===== config.mk =====
export PLATFORM = sky130hd
export DESIGN_NAME = arb_tl_mpu_subsys
export DESIGN_NICKNAME = d
export VERILOG_FILES = /design/src/rtl/arb_tl_mpu_subsys.sv
export SDC_FILE = /design/constraint.sdc
export NUM_CORES = 2
export LEC_CHECK = 0
export ABC_CLOCK_PERIOD_IN_PS = 17500
export CAP_MARGIN = 20
export CORE_MARGIN = 10
export CORE_UTILIZATION = 39
export DETAILED_ROUTE_END_ITERATION = 12
export GPL_ROUTABILITY_DRIVEN = 1
export GPL_TIMING_DRIVEN = 0
export MAX_ROUTING_LAYER = met4
export SETUP_SLACK_MARGIN = 0.5
export SKIP_LAST_GASP = 1
export SLEW_MARGIN = 40
export SYNTH_ARGS = -nofsm -noshare
export SYNTH_HDL_FRONTEND = slang
export SYNTH_SLANG_ARGS = --single-unit

===== constraint.sdc =====
create_clock -name clk -period 17.5 [get_ports clk]
set_clock_uncertainty 0.1 [all_clocks]
set_input_delay 1.75 -clock clk [delete_from_list [all_inputs] [get_ports clk]]
set_output_delay 1.75 -clock clk [all_outputs]
set_load 0.01 [all_outputs]

===== src/rtl/arb_tl_mpu_subsys.sv =====
// arb_tl_mpu_subsys: age-based arbiter over per-core TL-A requests, feeding a
// request FIFO that drains into a two-state memory protection unit. The MPU
// reserves runs of contiguous blocks per core, frees them, and performs
// owner-checked word reads/writes.
module arb_tl_mpu_subsys #(
  parameter int unsigned NUM_CORES  = 4,
  parameter int unsigned AGE_WIDTH  = 8,
  parameter int unsigned FIFO_DEPTH = 4,
  parameter int unsigned NUM_BLOCKS = 16
) (
  input  logic                      clk,
  input  logic                      rst_n,
  // Per core, MSB first: {opcode[2:0], param[2:0], address[31:0], data[31:0],
  // source[3:0], valid, ready}, 76 bits; core 0 in the least significant slot.
  input  logic [NUM_CORES*76-1:0]   req,
  output logic [NUM_CORES-1:0]      ack,
  output logic                      resp_valid,
  output logic [3:0]                resp_source,
  output logic [31:0]               resp_data,
  output logic [1:0]                resp_err
);

  localparam int unsigned CH_W   = 76;
  localparam int unsigned WORDS  = NUM_BLOCKS * 4;
  localparam int unsigned WIDX   = $clog2(WORDS);
  localparam int unsigned BIDX   = $clog2(NUM_BLOCKS);
  localparam int unsigned ADDR_W = (WIDX > 5) ? WIDX : 5;
  localparam int unsigned CIDX   = (NUM_CORES > 1) ? $clog2(NUM_CORES) : 1;
  localparam int unsigned PTR_W  = (FIFO_DEPTH > 1) ? $clog2(FIFO_DEPTH) : 1;
  localparam int unsigned CNT_W  = $clog2(FIFO_DEPTH + 1);
  localparam int unsigned UNU_W  = 40 - ADDR_W;

  typedef enum logic {S_IDLE, S_EXEC} state_t;
  typedef enum logic [1:0] {
    ERR_NONE     = 2'd0,
    ERR_NO_SPACE = 2'd1,
    ERR_PERM     = 2'd2,
    ERR_BAD_SIZE = 2'd3
  } err_t;

  // Channel fields
  logic [2:0]                 ch_op   [NUM_CORES];
  logic [ADDR_W-1:0]          ch_addr [NUM_CORES];
  logic [31:0]                ch_data [NUM_CORES];
  logic [NUM_CORES-1:0]       ch_valid;
  logic [NUM_CORES*UNU_W-1:0] unused_fields;

  // Arbiter
  logic [AGE_WIDTH-1:0] age_q [NUM_CORES];
  logic                 win_found;
  logic [CIDX-1:0]      win_idx;
  logic [AGE_WIDTH-1:0] best_age;
  logic                 grant;

  // Request FIFO
  logic [2:0]        fifo_op_q   [FIFO_DEPTH];
  logic [ADDR_W-1:0] fifo_addr_q [FIFO_DEPTH];
  logic [31:0]       fifo_data_q [FIFO_DEPTH];
  logic [3:0]        fifo_src_q  [FIFO_DEPTH];
  logic [PTR_W-1:0]  wr_ptr_q, rd_ptr_q;
  logic [CNT_W-1:0]  cnt_q;
  logic              fifo_full;
  logic              deq;

  // MPU
  state_t            state_q, state_d;
  logic [2:0]        op_q;
  logic [ADDR_W-1:0] addr_q;
  logic [31:0]       data_q;
  logic [3:0]        src_q;
  logic [NUM_BLOCKS-1:0] own_vld_q;
  logic [3:0]        own_id_q [NUM_BLOCKS];
  logic [31:0]       mem_q [WORDS];

  logic              cfg, we, rsv;
  logic [4:0]        size;
  logic              size_bad;
  logic              fit_found;
  logic [BIDX-1:0]   fit_base;
  logic              run_ok;
  logic [WIDX-1:0]   word_idx;
  logic [BIDX-1:0]   blk_idx;
  logic              perm;
  logic              rsv_ok, do_free, do_write;
  logic [31:0]       rsp_data_d;
  err_t              rsp_err_d;

  for (genvar g = 0; g < NUM_CORES; g++) begin : g_unpack
    assign ch_op[g]    = req[g*CH_W+73 +: 3];
    assign ch_addr[g]  = req[g*CH_W+38 +: ADDR_W];
    assign ch_data[g]  = req[g*CH_W+6 +: 32];
    assign ch_valid[g] = req[g*CH_W+1];
    assign unused_fields[g*UNU_W +: UNU_W] = {req[g*CH_W+70 +: 3],
                                              req[g*CH_W+38+ADDR_W +: (32-ADDR_W)],
                                              req[g*CH_W+2 +: 4], req[g*CH_W]};
  end

  // Winner: oldest valid core; strict compare keeps the lowest index on ties.
  always_comb begin
    win_found = 1'b0;
    win_idx   = '0;
    best_age  = '0;
    for (int unsigned i = 0; i < NUM_CORES; i++) begin
      if (ch_valid[i] && (!win_found || age_q[i] > best_age)) begin
        win_found = 1'b1;
        win_idx   = CIDX'(i);
        best_age  = age_q[i];
      end
    end
  end

  assign fifo_full = (cnt_q == CNT_W'(FIFO_DEPTH));
  assign grant     = win_found && !fifo_full && !rst_n;
  assign deq       = (cnt_q != '0) && (state_q == S_IDLE);

  // One-hot grant pulse for the cycle the winner is enqueued.
  always_comb begin
    ack = '0;
    if (grant) ack[win_idx] = 1'b1;
  end

  // Saturating wait-age per core; cleared on grant or when not requesting.
  always_ff @(posedge clk) begin
    for (int unsigned i = 0; i < NUM_CORES; i++) begin
      if (rst_n || !ch_valid[i] || ack[i]) age_q[i] <= '0;
      else if (age_q[i] != '1)             age_q[i] <= age_q[i] + 1'b1;
    end
  end

  function automatic logic [PTR_W-1:0] ptr_inc(input logic [PTR_W-1:0] p);
    return (32'(p) == FIFO_DEPTH - 1) ? '0 : p + 1'b1;
  endfunction

  // FIFO pointers and occupancy; a full FIFO never grants, so a same-cycle
  // dequeue cannot make room for the current winner.
  always_ff @(posedge clk) begin
    if (rst_n) begin
      wr_ptr_q <= '0;
      rd_ptr_q <= '0;
      cnt_q    <= '0;
    end else begin
      if (grant) wr_ptr_q <= ptr_inc(wr_ptr_q);
      if (deq)   rd_ptr_q <= ptr_inc(rd_ptr_q);
      if (grant && !deq)      cnt_q <= cnt_q + 1'b1;
      else if (!grant && deq) cnt_q <= cnt_q - 1'b1;
    end
  end

  // FIFO payload and MPU operand latch (no reset needed on data).
  always_ff @(posedge clk) begin
    if (grant) begin
      fifo_op_q[wr_ptr_q]   <= ch_op[win_idx];
      fifo_addr_q[wr_ptr_q] <= ch_addr[win_idx];
      fifo_data_q[wr_ptr_q] <= ch_data[win_idx];
      fifo_src_q[wr_ptr_q]  <= 4'(win_idx);
    end
    if (deq) begin
      op_q   <= fifo_op_q[rd_ptr_q];
      addr_q <= fifo_addr_q[rd_ptr_q];
      data_q <= fifo_data_q[rd_ptr_q];
      src_q  <= fifo_src_q[rd_ptr_q];
    end
  end

  // MPU state register.
  always_ff @(posedge clk) begin
    if (rst_n) state_q <= S_IDLE;
    else       state_q <= state_d;
  end

  // MPU next state: IDLE takes the FIFO head, EXEC always lasts one cycle.
  always_comb begin
    state_d = state_q;
    case (state_q)
      S_IDLE:  if (cnt_q != '0) state_d = S_EXEC;
      S_EXEC:  state_d = S_IDLE;
      default: state_d = S_IDLE;
    endcase
  end

  assign cfg      = op_q[0];
  assign we       = op_q[1];
  assign rsv      = op_q[2];
  assign size     = addr_q[4:0];
  assign size_bad = (size == '0) || (32'(size) > NUM_BLOCKS);
  assign word_idx = addr_q[WIDX-1:0];
  assign blk_idx  = addr_q[WIDX-1:2];
  assign perm     = own_vld_q[blk_idx] && (own_id_q[blk_idx] == src_q);
  assign rsv_ok   = (state_q == S_EXEC) && cfg && rsv && !size_bad && fit_found;
  assign do_free  = (state_q == S_EXEC) && cfg && !rsv;
  assign do_write = (state_q == S_EXEC) && !cfg && we && perm && !rst_n;

  // First-fit search over the free map and response formation.
  always_comb begin
    fit_found  = 1'b0;
    fit_base   = '0;
    run_ok     = 1'b0;
    rsp_data_d = '0;
    rsp_err_d  = ERR_NONE;
    for (int unsigned b = 0; b < NUM_BLOCKS; b++) begin
      run_ok = (b + 32'(size) <= NUM_BLOCKS);
      for (int unsigned k = 0; k < NUM_BLOCKS; k++) begin
        if (k >= b && k < b + 32'(size) && own_vld_q[k]) run_ok = 1'b0;
      end
      if (run_ok && !fit_found) begin
        fit_found = 1'b1;
        fit_base  = BIDX'(b);
      end
    end
    if (cfg) begin
      if (rsv) begin
        if (size_bad)        rsp_err_d  = ERR_BAD_SIZE;
        else if (!fit_found) rsp_err_d  = ERR_NO_SPACE;
        else                 rsp_data_d = 32'(fit_base);
      end
    end else if (!perm) begin
      rsp_err_d = ERR_PERM;
    end else if (!we) begin
      rsp_data_d = mem_q[word_idx];
    end
  end

  // Block ownership table.
  always_ff @(posedge clk) begin
    if (rst_n) begin
      own_vld_q <= '0;
      for (int unsigned k = 0; k < NUM_BLOCKS; k++) own_id_q[k] <= '0;
    end else begin
      for (int unsigned k = 0; k < NUM_BLOCKS; k++) begin
        if (rsv_ok && k >= 32'(fit_base) && k < 32'(fit_base) + 32'(size)) begin
          own_vld_q[k] <= 1'b1;
          own_id_q[k]  <= src_q;
        end else if (do_free && own_vld_q[k] && own_id_q[k] == src_q) begin
          own_vld_q[k] <= 1'b0;
        end
      end
    end
  end

  // Protected data memory; contents survive reset.
  always_ff @(posedge clk) begin
    if (do_write) mem_q[word_idx] <= data_q;
  end

  // Registered response, one cycle after the EXEC cycle.
  always_ff @(posedge clk) begin
    if (rst_n) begin
      resp_valid  <= 1'b0;
      resp_source <= '0;
      resp_data   <= '0;
      resp_err    <= '0;
    end else begin
      resp_valid <= (state_q == S_EXEC);
      if (state_q == S_EXEC) begin
        resp_source <= src_q;
        resp_data   <= rsp_data_d;
        resp_err    <= rsp_err_d;
      end
    end
  end

endmodule


==> run summary <==
### Outcome
• **result of the run** complete, no violations

### Setup path
• **largest fanout of any net on the critical path** 10
• **stage delay of the slowest cell on the critical path** 610 ps
• **Slowest cell on crit path** sky130_fd_sc_hd__clkbuf_1
• **number of cells on the worst reg-to-reg path** 27
• **Setup crit start kind** primary input
• **critical path data arrival time** 10760 ps
• **Req. time, crit path** 15650 ps
• **CP Class** in2out
• **Worst Setup EP** ack[0]
• **crit-path most repeated cell** sky130_fd_sc_hd__o21a_1
• **crit path launch** req[1]
• **crit path capture type** output port
• **capture point of the worst reg-to-reg path** own_id_q[12][0]
• **internal reg-to-reg setup slack** 8600 ps
• **start of the worst register-to-register path** addr_q[2]

### Min path
• **hold-critical path depth** 2
• **Hold/Removal Path Class** reg2reg

### GRT
• **Overflow after GRT** 0
• **wire length of the first global-routing pass** 399000 µm
• **antenna violations before repair** 8
• **global-route met1 utilization** 29.1%
• **pin count of the biggest net entering global routing** 45
• **busiest metal layer after global routing** met2
• **global-route met2 utilization** 33.3%
• **global-route track usage on met3** 4.14%
• **via count of the first global-routing pass** 52.2k
• **GRT Resource Usage Total** 21.6%

### CTS
• **clk sinks** 2388
• **count of hold buffers inserted by post-cts repair** 0
• **H-tree levels** 4
• **post-cts gate resize count** 0
• **number of buffers created by CTS** 229
• **Clock Tree Root** sky130_fd_sc_hd__clkbuf_16
• **post-CTS clock slew at the launch and capture registers of the worst setup and hold paths** 60 ps
• **count of buffers added by post-CTS timing repair for setup** 0
• **maximum buffer depth of the clock tree** 3
• **insertion delay of the later-clocked pin in the worst-skew pair** 900 ps
• **TritonCTS clock tree** built

### Timing
• **Achievable Freq** 0.0793 GHz
• **slew margin rel.** 28.3%
• **setup-violating endpoint count in the final report** 0
• **worst-margin pin slew** 1070 ps
• **setup repair after global routing missed its margin** false
• **number of failing hold endpoints at the final stage** 0
• **final slew viol count** 0
• **Total Neg Setup Slack** 0 ps
• **min cycle time layout** 12610 ps
• **Period Utilization, post-route** 72.1%

### Yosys
• **FF+latch count, synth** 2388
• **netlist area before placement** 96200 µm²
• **Post-synth top flop** sky130_fd_sc_hd__edfxtp_1
• **number of instances in the synthesized netlist** 4629
• **top cells by area, synth** sky130_fd_sc_hd__edfxtp_1, sky130_fd_sc_hd__mux4_2, sky130_fd_sc_hd__dfxtp_1
• **Avg Synthesized Cell Area** 20.8 µm²
• **share of the yosys chip area belonging to registers** 73.9%
• **share of synthesized flip-flops with an asynchronous set or reset** 0%
• **Post-synth EDFFs** 2327
• **cell type contributing the most total cell area after synthesis** sky130_fd_sc_hd__edfxtp_1
• **warning count from the yosys run** 0
• **number of distinct library cells after synthesis** 88
• **fraction of post-synthesis cell area in the top cell type by area** 72.6%

### Routing
• **count of unresolved DRC violations after routing** 0
• **post-route ant nets** 0
• **final wirelength** 284000 µm
• **first-pass detailed-route iteration total** 6
• **number of DRC markers after the initial detailed-route iteration** 6889
• **vias per cell** 5.91
• **routed len/inst** 32.4 µm
• **total number of vias** 51.9k

### Power and ir drop
• **Flop pwr share** 39.2%
• **maximum vdd drop** 110 µV
• **switching power summed over all nets** 6.60 mW
• **fraction of power consumed by the clock network** 24.7%
• **power density cells** 164 nW/µm²
• **Logic pwr share** 36.1%
• **internal portion of total power** 12.4 mW
• **leak pwr** 37.1 nW
• **proportion of total power due to net switching** 34.7%

### Job
• **max-cap check violation count** 0

### Die
• **Std-Cell Rows** 182
• **die span in y** 517 µm
• **effective utilization at floorplan** 39.2%
• **Die Area** 267000 µm²
• **Floorplan Core Area** 246000 µm²
• **die outline width** 517 µm
• **Top Ports** 349

### Layout
• **Finished Layout Cells** 8775
• **post-synthesis to final-layout area growth** 20.4%
• **fraction of layout instances using a drive strength above 1** 29.1%
• **total number of nets in the final design** 5741

### Place
• **hpwl dp** 205000 µm
• **last weighted congestion value of the routability-driven placer** 0.887
• **Cell Count Post-Placement** 8362
• **Port Buffer Count** 209

[layout make-up]
| cell class | count | area (µm²) |
|---|---|---|
| antenna | 5 | 12.5 |
| buffer | 264 | 1240 |
| clock buffer | 288 | 6030 |
| clock inverter | 120 | 972 |
| fill | 20033 | 130000 |
| inverter | 50 | 190 |
| multi-input combinational | 1928 | 24400 |
| sequential | 2388 | 71100 |
| tap | 3220 | 4030 |
| timing repair buffer | 512 | 7880 |
[cells by family after synthesis]
logic type      after synthesis  synth area share [%]
flops                      2388                  73.9
mux                         848                  17.8
simple gates                531                  2.62
other cells                   1               0.00390
xor+xnor                     82                 0.766
compound gates              403                  2.77
buf+inv                     314                  1.35
fa+ha+maj                    62                 0.822
[power by group through the flow]
stage	clock network (mW)	logic (mW)	registers, mW
after floorplan	0	3.70	7.80
after global placement	0	5.76	8.21
after detailed placement	0	6.78	7.58
after CTS	4.77	6.81	7.46
after global routing	4.99	7.18	7.48
final	4.71	6.86	7.46
[how the worst min path moves through the flow]
stage | startpoint | to | slack (ps)
6_report | resp_data[7] | resp_data[7] | 350
4_1_cts | resp_data[7] | resp_data[7] | 360
2_1_floorplan | cnt_q[2] | cnt_q[2] | 370
3_5_place_dp | resp_data[7] | resp_data[7] | 340
5_1_grt | resp_data[30] | resp_data[30] | 380
3_3_place_gp | resp_data[30] | resp_data[30] | 340
[routing by layer]
metal  wire length (µm)  share of wire (%)  vias up
met4              10200                3.6        0
li1                   -                  -    20904
met5                  0                  0        -
met3              26700                9.4      480
met2             134000                 47     2857
met1             113000                 40    27628
[cell usage after synthesis, drive strengths merged, types with 5 or more instances]
| cell type | number |
|---|---|
| edfxtp | 2327 |
| mux4 | 681 |
| nor2 | 159 |
| nand2 | 147 |
| clkbuf | 137 |
| buf | 127 |
| mux2i | 116 |
| o21ai | 108 |
| a21oi | 69 |
| dfxtp | 61 |
| ha | 60 |
| nand3 | 53 |
| xor2 | 53 |
| mux2 | 51 |
| inv | 49 |
| nor3 | 39 |
| o22ai | 38 |
| xnor2 | 29 |
| nor2b | 25 |
| a31oi | 21 |
| o31ai | 21 |
| nand2b | 15 |
| nor4 | 15 |
| a211oi | 14 |
| a21o | 14 |
| a22oi | 14 |
| a32o | 13 |
| and3 | 12 |
| or3 | 12 |
| nand4 | 11 |
| o21a | 11 |
| and2 | 10 |
| o311ai | 10 |
| or2 | 10 |
| a21boi | 8 |
| a211o | 6 |
| nor4b | 6 |
| o2111ai | 6 |
| a41oi | 5 |
[through the flow]
step	cell area [µm²]	util, %	power [mW]	setup WS, ps	hold slack, ps
detailed placement	109000	44.3	14.4	4780	344
global route	116000	47.2	19.7	4430	382
CTS	116000	47.1	19.0	4750	357
floorplan	96200	-	11.5	7630	372
global placement	102000	41.7	14.0	4510	338
finish	116000	47.2	19.0	4890	354
[sequential cells by signal, indices dropped and copies added, names as in the netlist, 3 cells and up]
signal       cells
fifo_src_q       8
resp_data       32
fifo_addr_q     24
fifo_data_q    128
data_q          32
fifo_op_q       12
addr_q           6
own_vld_q       16
own_id_q        32
age_q           32
cnt_q            3
mem_q         2048
op_q             3
[placed cells by master, fill, tap and decap left out, types with 47 or more instances in the layout]
master and n:
sky130_fd_sc_hd__edfxtp_1 2327, sky130_fd_sc_hd__mux4_2 673, sky130_fd_sc_hd__clkbuf_16 230, sky130_fd_sc_hd__clkdlybuf4s50_1 209, sky130_fd_sc_hd__nand2_1 146, sky130_fd_sc_hd__clkbuf_1 134
sky130_fd_sc_hd__buf_16 124, sky130_fd_sc_hd__mux2i_1 116, sky130_fd_sc_hd__o21ai_0 105, sky130_fd_sc_hd__buf_2 105, sky130_fd_sc_hd__nor2_1 93, sky130_fd_sc_hd__buf_6 89
sky130_fd_sc_hd__buf_8 87, sky130_fd_sc_hd__a21oi_1 68, sky130_fd_sc_hd__nor2_4 66, sky130_fd_sc_hd__dfxtp_1 61, sky130_fd_sc_hd__ha_1 60, sky130_fd_sc_hd__clkbuf_2 58
sky130_fd_sc_hd__clkinv_1 53, sky130_fd_sc_hd__xor2_1 52, sky130_fd_sc_hd__mux2_2 51, sky130_fd_sc_hd__nand3_1 49, sky130_fd_sc_hd__inv_1 47
[worst max-delay path, delay by kind of cell]
family	cells	cell delay, ps
fa+ha+maj	3	910
mux	1	450
simple gates	5	960
buf+inv	7	3060
compound gates	18	3620
No activity file was read; power rests on OpenSTA's default activity.
